$ cat config.mk
export PLATFORM = sky130hd
export DESIGN_NAME = stereo_frame_serializer_flat
export DESIGN_NICKNAME = d
export VERILOG_FILES = /design/src/rtl/stereo_frame_serializer_if.sv /design/src/rtl/stereo_frame_serializer.sv /design/src/flat_wrapper.sv
export SDC_FILE = /design/constraint.sdc
export NUM_CORES = 1
export LEC_CHECK = 0
export BUFFER_PORTS_ARGS = -buffer_cell sky130_fd_sc_hd__buf_2
export CAP_MARGIN = 30
export CORE_MARGIN = 4
export CORE_UTILIZATION = 43
export CTS_BUF_LIST = sky130_fd_sc_hd__clkbuf_8
export DETAILED_ROUTE_END_ITERATION = 12
export PLACE_DENSITY = 0.72
export SETUP_SLACK_MARGIN = 0.2
export SYNTH_ARGS = -nofsm -noshare
export SYNTH_HDL_FRONTEND = slang
export SYNTH_SLANG_ARGS = --single-unit
$ cat constraint.sdc
create_clock -name clk -period 7.4 [get_ports clk]
set_clock_uncertainty 0.1 [all_clocks]
set_input_delay 1.11 -clock clk [delete_from_list [all_inputs] [get_ports clk]]
set_output_delay 1.11 -clock clk [all_outputs]
set_load 0.1 [all_outputs]
$ cat src/rtl/stereo_frame_serializer_if.sv
// Handshake bundle for stereo_frame_serializer.
//   s_valid/s_ready/s_left/s_right : upstream stereo frame input
//   m_valid/m_ready/m_is_left/m_audio : channel word stream to the encoder
// modport slave  : serializer view
// modport master : environment view (frame source + encoder sink)
interface stereo_frame_serializer_if #(
  parameter int unsigned audio_width = 16
);
  logic                   s_valid;
  logic                   s_ready;
  logic [audio_width-1:0] s_left;
  logic [audio_width-1:0] s_right;
  logic                   m_valid;
  logic                   m_ready;
  logic                   m_is_left;
  logic [audio_width-1:0] m_audio;

  modport slave (
    input  s_valid, s_left, s_right, m_ready,
    output s_ready, m_valid, m_is_left, m_audio
  );

  modport master (
    output s_valid, s_left, s_right, m_ready,
    input  s_ready, m_valid, m_is_left, m_audio
  );
endinterface

$ cat src/rtl/stereo_frame_serializer.sv
// Stereo frame serializer: buffers {left,right} frames in a circular FIFO and
// emits them as an interleaved word stream (left first) tagged by m_is_left.
// If the encoder reports underrun while the right word is pending, the head
// frame is dropped so the encoder and serializer realign on the next left word.
// Ports:
//   clk, reset_n     : clock, async active-low reset
//   flush            : sync clear of FIFO and phase (drop_count kept)
//   enc_underrun     : encoder underrun indication
//   bus (slave)      : s_* frame input, m_* word output
//   level            : frames stored, including the one being emitted
//   drop_count       : saturating count of realignment drops
module stereo_frame_serializer #(
  parameter int unsigned audio_width = 16,
  parameter int unsigned depth       = 4
) (
  input  logic                     clk,
  input  logic                     reset_n,
  input  logic                     flush,
  input  logic                     enc_underrun,
  stereo_frame_serializer_if.slave bus,
  output logic [$clog2(depth):0]   level,
  output logic [15:0]              drop_count
);
  localparam int unsigned PW = $clog2(depth);
  localparam int unsigned LW = PW + 1;

  typedef enum logic {PH_LEFT = 1'b0, PH_RIGHT = 1'b1} phase_t;

  logic [audio_width-1:0] mem_l [depth];
  logic [audio_width-1:0] mem_r [depth];
  logic [PW-1:0]          wr_ptr, rd_ptr;
  logic [LW-1:0]          level_q, level_d;
  logic                   s_ready_q;
  logic [15:0]            drop_q;
  phase_t                 phase_q, phase_d;

  logic empty, realign, xfer, push, pop;

  always_comb begin
    empty   = (level_q == '0);
    realign = (phase_q == PH_RIGHT) && enc_underrun && !empty;
    bus.m_valid   = !empty && !((phase_q == PH_RIGHT) && enc_underrun);
    bus.m_is_left = (phase_q == PH_LEFT);
    bus.m_audio   = '0;
    if (!empty)
      bus.m_audio = (phase_q == PH_LEFT) ? mem_l[rd_ptr] : mem_r[rd_ptr];
    xfer = bus.m_valid && bus.m_ready;
    push = bus.s_valid && s_ready_q && !flush;
    // Realign and transfer are mutually exclusive: m_valid is low whenever
    // a realign is pending.
    pop  = !flush && (realign || (xfer && (phase_q == PH_RIGHT)));
    level_d = flush ? '0 : (level_q + LW'(push) - LW'(pop));
  end

  always_comb begin
    phase_d = phase_q;
    if (flush || realign)
      phase_d = PH_LEFT;
    else if (xfer)
      phase_d = (phase_q == PH_LEFT) ? PH_RIGHT : PH_LEFT;
  end

  always_ff @(posedge clk or negedge reset_n) begin
    if (!reset_n)
      phase_q <= PH_LEFT;
    else
      phase_q <= phase_d;
  end

  always_ff @(posedge clk or negedge reset_n) begin
    if (!reset_n) begin
      wr_ptr    <= '0;
      rd_ptr    <= '0;
      level_q   <= '0;
      s_ready_q <= 1'b1;
      drop_q    <= '0;
    end else begin
      if (flush) begin
        wr_ptr <= '0;
        rd_ptr <= '0;
      end else begin
        if (push) wr_ptr <= wr_ptr + 1'b1;
        if (pop)  rd_ptr <= rd_ptr + 1'b1;
      end
      level_q <= level_d;
      // Registered from the next level so s_ready never depends on m_ready
      // within the same cycle.
      s_ready_q <= (level_d < LW'(depth));
      if (realign && !flush && (drop_q != '1))
        drop_q <= drop_q + 16'd1;
    end
  end

  always_ff @(posedge clk) begin
    if (push) begin
      mem_l[wr_ptr] <= bus.s_left;
      mem_r[wr_ptr] <= bus.s_right;
    end
  end

  assign bus.s_ready = s_ready_q;
  assign level       = level_q;
  assign drop_count  = drop_q;
endmodule

$ cat src/flat_wrapper.sv
// flat-port wrapper written by rule: the top's interface ports become plain ports
module stereo_frame_serializer_flat 
#(
  parameter int unsigned audio_width = 16,
  parameter int unsigned depth       = 4
)
  (clk, reset_n, flush, enc_underrun, level, drop_count, bus_s_valid, bus_s_left, bus_s_right, bus_m_ready, bus_s_ready, bus_m_valid, bus_m_is_left, bus_m_audio);
  stereo_frame_serializer_if #(.audio_width(audio_width)) bus_i ();
  input  logic clk;
  input  logic reset_n;
  input  logic flush;
  input  logic enc_underrun;
  output logic [$clog2(depth):0] level;
  output logic [15:0] drop_count;
  input wire logic [$bits(bus_i.s_valid)-1:0] bus_s_valid;
  input wire logic [$bits(bus_i.s_left)-1:0] bus_s_left;
  input wire logic [$bits(bus_i.s_right)-1:0] bus_s_right;
  input wire logic [$bits(bus_i.m_ready)-1:0] bus_m_ready;
  output wire logic [$bits(bus_i.s_ready)-1:0] bus_s_ready;
  output wire logic [$bits(bus_i.m_valid)-1:0] bus_m_valid;
  output wire logic [$bits(bus_i.m_is_left)-1:0] bus_m_is_left;
  output wire logic [$bits(bus_i.m_audio)-1:0] bus_m_audio;
  assign bus_i.s_valid = bus_s_valid;
  assign bus_i.s_left = bus_s_left;
  assign bus_i.s_right = bus_s_right;
  assign bus_i.m_ready = bus_m_ready;
  assign bus_s_ready = bus_i.s_ready;
  assign bus_m_valid = bus_i.m_valid;
  assign bus_m_is_left = bus_i.m_is_left;
  assign bus_m_audio = bus_i.m_audio;
  stereo_frame_serializer #(.audio_width(audio_width), .depth(depth)) u_core (.clk(clk), .reset_n(reset_n), .flush(flush), .enc_underrun(enc_underrun), .bus(bus_i), .level(level), .drop_count(drop_count));
endmodule
==> results of run 1 <==
layout by cell type, fill, tap and decap left out, types with 5 or more instances in the layout:
master | synthesis | layout
nor3_1 | 6 | 5
buf_4 | 0 | 9
a21oi_1 | 19 | 19
ha_1 | 7 | 7
nand2_1 | 39 | 39
nor2_1 | 10 | 10
nand3_1 | 5 | 5
and2_1 | 5 | 5
inv_1 | 7 | 7
xor2_1 | 13 | 13
buf_2 | 6 | 75
xnor2_1 | 7 | 7
nand4_1 | 7 | 7
clkbuf_8 | 0 | 17
edfxtp_1 | 128 | 128
dfrtp_1 | 24 | 23
mux4_2 | 32 | 32
layer usage:
metal | GRT usage [%] | up-vias | part of all wire, %
li1 | - | 1534 | -
met4 | 5.24 | 10 | 0.78
met2 | 24.4 | 110 | 47
met3 | 5.63 | 19 | 7.1
met1 | 21.2 | 1738 | 45
met5 | 0 | - | 0.40
area by class of cell:
cell class | count | area, sq um
inverter | 8 | 30.0
timing repair buffer | 84 | 443
fill | 1135 | 6720
antenna | 2 | 5.00
multi-input combinational | 173 | 1590
tap | 180 | 225
clock buffer | 17 | 234
sequential | 153 | 4470
clock inverter | 15 | 214
registers in the layout (all words and copies together), names as in the netlist:
signal / count
u_core.rd_ptr: 2
u_core.drop_count: 16
u_core.level: 3
u_core.phase_q: 1
u_core.bus.s_ready: 1
u_core.mem_r: 64
u_core.mem_l: 64
u_core.wr_ptr: 2
power breakdown:
part / internal (mW) / switching, mW / leakage [nW]
Sequential: 0.983 / 0.0199 / 1.50
Clock: 0.376 / 0.328 / 0.219
Combinational: 0.0929 / 0.385 / 0.957
stage by stage:
step                power, mW  util, %  cell area, sq um
detailed placement       1.51     48.5              6760
CTS                      2.21     51.7              7210
finish                   2.18     51.7              7210
floorplan                1.40        -              6160
global route             2.27     51.7              7210
global placement         1.50     48.5              6760
cell families (layout without fill, tap and decap cells):
logic type      after synthesis  in the layout  synth area share, %
simple gates                 90             90                 7.33
flops                       153            153                 72.6
buf+inv                      24            124                 1.71
mux                          33             33                 11.9
xor+xnor                     20             20                 2.84
compound gates               22             22                 1.89
fa+ha+maj                     8              8                 1.75
other cells                   0              2                    0
critical path: stages (launching register included):
cell	delay (ns)
dfrtp_2	0.56
buf_4	0.51
mux4_2	0.56
nand2_1	0.10
a21oi_1	0.11
buf_2	0.31
path summary, 6_finish.rpt:
path                                                endpoint  slack [ns]  cells past startpoint                         startpoint
min reg2reg                u_core.drop_count[15]$_DFFE_PN0P_        0.41                      1  u_core.drop_count[15]$_DFFE_PN0P_
min in group asynchronous   u_core.drop_count[2]$_DFFE_PN0P_        0.55                      1                            reset_n
min                        u_core.drop_count[15]$_DFFE_PN0P_        0.41                      1  u_core.drop_count[15]$_DFFE_PN0P_
max in group asynchronous       u_core.rd_ptr[0]$_DFFE_PN0P_        6.22                      1                            reset_n
max                                           bus_m_audio[0]        3.57                      5       u_core.rd_ptr[0]$_DFFE_PN0P_
max reg2reg                        u_core.level[2]$_DFF_PN0_        4.76                     12          u_core.level[1]$_DFF_PN0_
Yosys cell counts, types with 2 or more instances:
cell        n
and2_1      5
or3_1       2
buf_2       6
a21oi_1    19
nor3_1      6
and3_1      2
nand2b_1    2
nand4_1     7
nor2_1     10
xor2_1     13
nand2_1    39
edfxtp_1  128
dfrtp_1    24
clkbuf_1    9
nor4_1      4
or2_2       2
ha_1        7
nand3_1     5
mux4_2     32
inv_1       7
xnor2_1     7
==> impl_metrics.env, run 1 <==
export IMPL_synth_area_leaders="edfxtp_1 (62%), mux4_2 (12%), dfrtp_1 (9.8%), nand2_1 (2.4%), xor2_1 (1.8%)"
export IMPL_status="finished clean"
export IMPL_slew_headroom_pct=51.0
export IMPL_cts_tree="built"
export IMPL_fin_ws_ns=3.57
export IMPL_crit_type="reg -> out"
export IMPL_gp_congestion=0.822
export IMPL_area_delta_synth_final_pct=17.1
export IMPL_cts_made_buffers=17
export IMPL_worst_pin_slew_ns=0.731
export IMPL_clock_fmax_ghz=0.261
export IMPL_gr_total_overflow=0
export IMPL_synth_top_area_share_pct=62.4
export IMPL_drt_iter0_markers=302
export IMPL_cts_hold_buffers=0
export IMPL_grt_use_total_pct=15.8
export IMPL_syn_mean_instance_area_sq_um=17.6
export IMPL_finalHoldViolCount=0
export IMPL_ys_warn_count=0
export IMPL_ys_flop_type="edfxtp_1"
export IMPL_synth_seq_cells=153
export IMPL_syn_nets=396
export IMPL_cts_repair_resized=0
export IMPL_grt_setup_unrepaired="false"
export IMPL_period_needed_ns=3.83
export IMPL_slew_viol_final=0
export IMPL_routed_via_density=5.40
export IMPL_wl_per_cell_um=19.3
export IMPL_powerDensity_nw_per_um2=303
export IMPL_placedCellCount=598
export IMPL_required_ns=6.19
export IMPL_die_h_um=128
export IMPL_dp_hpwl_um=7570
export IMPL_insertion_delay_ns=0.45
export IMPL_dieWidth_um=128
export IMPL_post_cts_setup_buffers=0
export IMPL_die_area_sq_um=16300
export IMPL_cp_max_fo=25
export IMPL_cts_sinks=153
export IMPL_ant_nets=0
export IMPL_wl_um=12200
export IMPL_startpoint_type="register"
export IMPL_pin_count=76
export IMPL_ir_worst_vdd_v=0.000204
export IMPL_tns_ns=0
export IMPL_yosysSeqAreaShare_pct=72.6
export IMPL_fp_row_count=43
export IMPL_setup_violations_final=0
export IMPL_async_flop_share_pct=16.3
export IMPL_synth_edf_count=128
export IMPL_worst_ep_arrival_time_ns=2.62
export IMPL_start_util_pct=44.2
export IMPL_finalNonFillerCells=632
export IMPL_clockBufferDepth=2
export IMPL_fin_crit_sh_pct=51.8
export IMPL_grt_pass1_wl_um=19200
export IMPL_port_buffer_count=75
export IMPL_hold_class="reg -> reg"
export IMPL_nets=483
export IMPL_worst_setup_path_end_kind="primary output"
export IMPL_netlist_instances=350
export IMPL_pre_cts_ws_ns=4.01
export IMPL_hold_ws_ns=0.406
export IMPL_core_area_sq_um=13900
export IMPL_syn_cell_area_sq_um=6160
export IMPL_leakagePower_nw=2.68
export IMPL_cts_htree_levels=4
export IMPL_synth_area_leader_cell="edfxtp_1"
export IMPL_drive_gt1_share_pct=34.4
export IMPL_grt_max_degree=34
export IMPL_num_vias=3411
export IMPL_cts_root_buf="clkbuf_8"
export IMPL_maxCapViolCount=0
export IMPL_drc=0
export IMPL_synth_cell_types=35
export IMPL_clk_pin_slew_worst_paths_ns=0.08
export IMPL_grt_pass1_vias=3489
export IMPL_antenna_found_initial=5
export IMPL_drt_pass1_iter_count=4
Power figures use the tool's default switching activity.
==> inputs of run 2 (changes only) <==
Settings changed: PLACE_DENSITY 0.72 to 0.74.
Clock period 7.4 ns to 3.1 ns, I/O delays scaled along.
==> run 2 against run 1 <==
  * Final cell count grew 0.47%
  * Worst setup slack lost 3.2 ns
  * Critical path type unchanged
  * Hold slack lost 0.27 ns
==> impl_metrics.env, run 2 (synthesis gave the netlist of run 1 again) <==
export IMPL_status="finished clean"
export IMPL_worst_ep_arrival_time_ns=2.19
export IMPL_path_cells="buf_16 -> mux4_2 -> nand2_1 -> a21oi_4 -> buf_2"
export IMPL_multi_input_area_sq_um=1720
export IMPL_die_area_sq_um=16300
export IMPL_nets=488
export IMPL_fp_row_count=43
export IMPL_pin_count=76
export IMPL_drt_iter0_markers=168
export IMPL_finalNonFillerCells=635
export IMPL_cp_max_fo=26
export IMPL_gp_congestion=0.799
export IMPL_clk_pin_slew_worst_paths_ns=0.08
export IMPL_slew_headroom_pct=61.6
export IMPL_hold_ws_ns=0.138
export IMPL_dieWidth_um=128
export IMPL_cts_made_buffers=17
export IMPL_max_stage_delay_ns=0.51
export IMPL_cpMaxStageDelayCell="dfrtp_4"
export IMPL_combPwrFrac_pct=24.2
export IMPL_cts_htree_levels=4
export IMPL_cts_tree="built"
export IMPL_startpoint_type="register"
export IMPL_r2r_setup_slack_ns=0.48
export IMPL_setup_violations_final=0
export IMPL_start_util_pct=44.2
export IMPL_tns_ns=0
export IMPL_worst_setup_path_end_kind="primary output"
export IMPL_grt_pass1_vias=3575
export IMPL_hold_class="in -> reg"
export IMPL_required_ns=2.53
export IMPL_slew_viol_final=0
export IMPL_diodes=0
export IMPL_dp_hpwl_um=7520
export IMPL_cts_sinks=153
export IMPL_fillCellCount=1107
export IMPL_p_int_mw=3.42
export IMPL_num_vias=3369
export IMPL_powerDensity_nw_per_um2=704
export IMPL_ir_worst_vdd_v=0.000677
export IMPL_final_common_cell="edfxtp_1"
export IMPL_placed_area_sq_um=6930
export IMPL_whs_endpoint="u_core.mem_l[3][13]$_DFFE_PP_"
export IMPL_switching_share_pct=34.1
export IMPL_drt_pass1_iter_count=4
export IMPL_wl_per_cell_um=18.9
export IMPL_leakagePower_nw=2.70
export IMPL_die_h_um=128
export IMPL_clkPwrFrac_pct=29.5
export IMPL_antenna_found_initial=1
export IMPL_port_buffer_count=75
export IMPL_grt_setup_unrepaired="false"
export IMPL_ant_nets=0
export IMPL_drc=0
export IMPL_maxCapViolCount=0
export IMPL_grt_use_total_pct=15.8
export IMPL_final_area_sq_um=7370
export IMPL_worst_pin_slew_ns=0.576
export IMPL_drive_gt1_share_pct=40.0
export IMPL_placedCellCount=601
export IMPL_period_needed_ns=2.75
export IMPL_power_switching_mw=1.77
export IMPL_seq_area_sq_um=4480
export IMPL_fin_crit_sh_pct=88.8
export IMPL_wl_um=12000
export IMPL_worstRegToRegCells=12
export IMPL_core_area_sq_um=13900
export IMPL_insertion_delay_ns=0.43
export IMPL_routed_via_density=5.31
export IMPL_finalHoldViolCount=0
export IMPL_clockBufferDepth=2
export IMPL_r2r_end="u_core.level[2]$_DFF_PN0_"
export IMPL_timing_rr_start="u_core.level[1]$_DFF_PN0_"
export IMPL_area_delta_synth_final_pct=19.6
export IMPL_holdPathStages=1
export IMPL_seqPwrFrac_pct=46.3
export IMPL_gr_total_overflow=0
export IMPL_clock_fmax_ghz=0.363
export IMPL_grt_max_degree=33
export IMPL_layout_cells_most_common_list="edfxtp_1 (128), buf_2 (74), nand2_1 (39), mux4_2 (32), dfrtp_1 (20)"
export IMPL_cts_root_buf="clkbuf_8"
export IMPL_worstHoldStart="bus_s_left[13]"
export IMPL_crit_type="reg -> out"
export IMPL_grt_pass1_wl_um=19300
[run 2: changes by cell type in the layout (fill, tap and decap cells not counted), moves of 4 or more]
cell,change
and2_1,-4
a21oi_2,+8
buf_4,+4
and2_2,+4
a21oi_4,+9
a21oi_1,-17
[run 2: how the worst max path moves through the flow]
stage,from,endpoint,slack [ns],cells past startpoint
floorplan,u_core.level[1]$_DFF_PN0_,bus_m_audio[10],0.14,4
global placement,u_core.level[1]$_DFF_PN0_,u_core.level[2]$_DFF_PN0_,0.59,12
detailed placement,u_core.level[1]$_DFF_PN0_,u_core.level[2]$_DFF_PN0_,0.49,12
CTS,u_core.rd_ptr[0]$_DFFE_PN0P_,bus_m_audio[5],0.29,5
global route,u_core.phase_q$_DFFE_PN0P_,bus_m_audio[8],0.23,5
finish,u_core.rd_ptr[0]$_DFFE_PN0P_,bus_m_audio[5],0.35,5
[run 2: layer usage]
metal	vias to the layer above	track usage [%]	share of wire, %	wire length, um
li1	1532	-	-	-
met1	1718	20.7	43	5200
met2	102	25.6	49	5860
met3	15	4.88	6.0	723
met4	2	4.93	1.5	181
met5	-	0	0.11	13
[run 2: cell type report]
cell class	instances	share of cell area, %
flip-flops and latches	153	60.8
repair buffers	89	6.86
multi-input cells	173	23.4
well taps	180	3.06
inverters	8	0.425
clock buffers	17	3.18
clock inverters	15	2.31
[run 2: per-stage QoR]
| step | utilization (%) | setup slack [ns] | power, mW |
|---|---|---|---|
| 2_1_floorplan | - | 0.137 | 3.43 |
| 3_3_place_gp | 49.8 | 0.591 | 3.68 |
| 3_5_place_dp | 49.8 | 0.488 | 3.70 |
| 4_1_cts | 52.9 | 0.294 | 5.23 |
| 5_1_grt | 52.9 | 0.226 | 5.39 |
| 6_report | 52.9 | 0.349 | 5.18 |
[run 2: power groups by stage]
stage / Sequential [mW] / Combinational (mW) / Clock, mW
4_1_cts: 2.40 / 1.26 / 1.56
6_report: 2.40 / 1.25 / 1.53
3_5_place_dp: 2.45 / 1.25 / 0
5_1_grt: 2.41 / 1.32 / 1.66
3_3_place_gp: 2.44 / 1.24 / 0
2_1_floorplan: 2.56 / 0.877 / 0
[run 2: worst max-delay path: cells and delay by family, from the launching register on]
kind / cells / cell delay, ns
buf+inv: 2 / 0.63
compound gates: 1 / 0.16
mux: 1 / 0.35
simple gates: 1 / 0.10
flops: 1 / 0.51
[run 2: what timing repair did]
| item | 4_1_cts | 5_1_grt |
|---|---|---|
| hold endpoints to repair | 24 | 0 |
| hold buffers | 1 | 0 |
| buffers inserted | 1 | 0 |
| resized for setup | 4 | 0 |
| setup endpoints to repair | 14 | 0 |
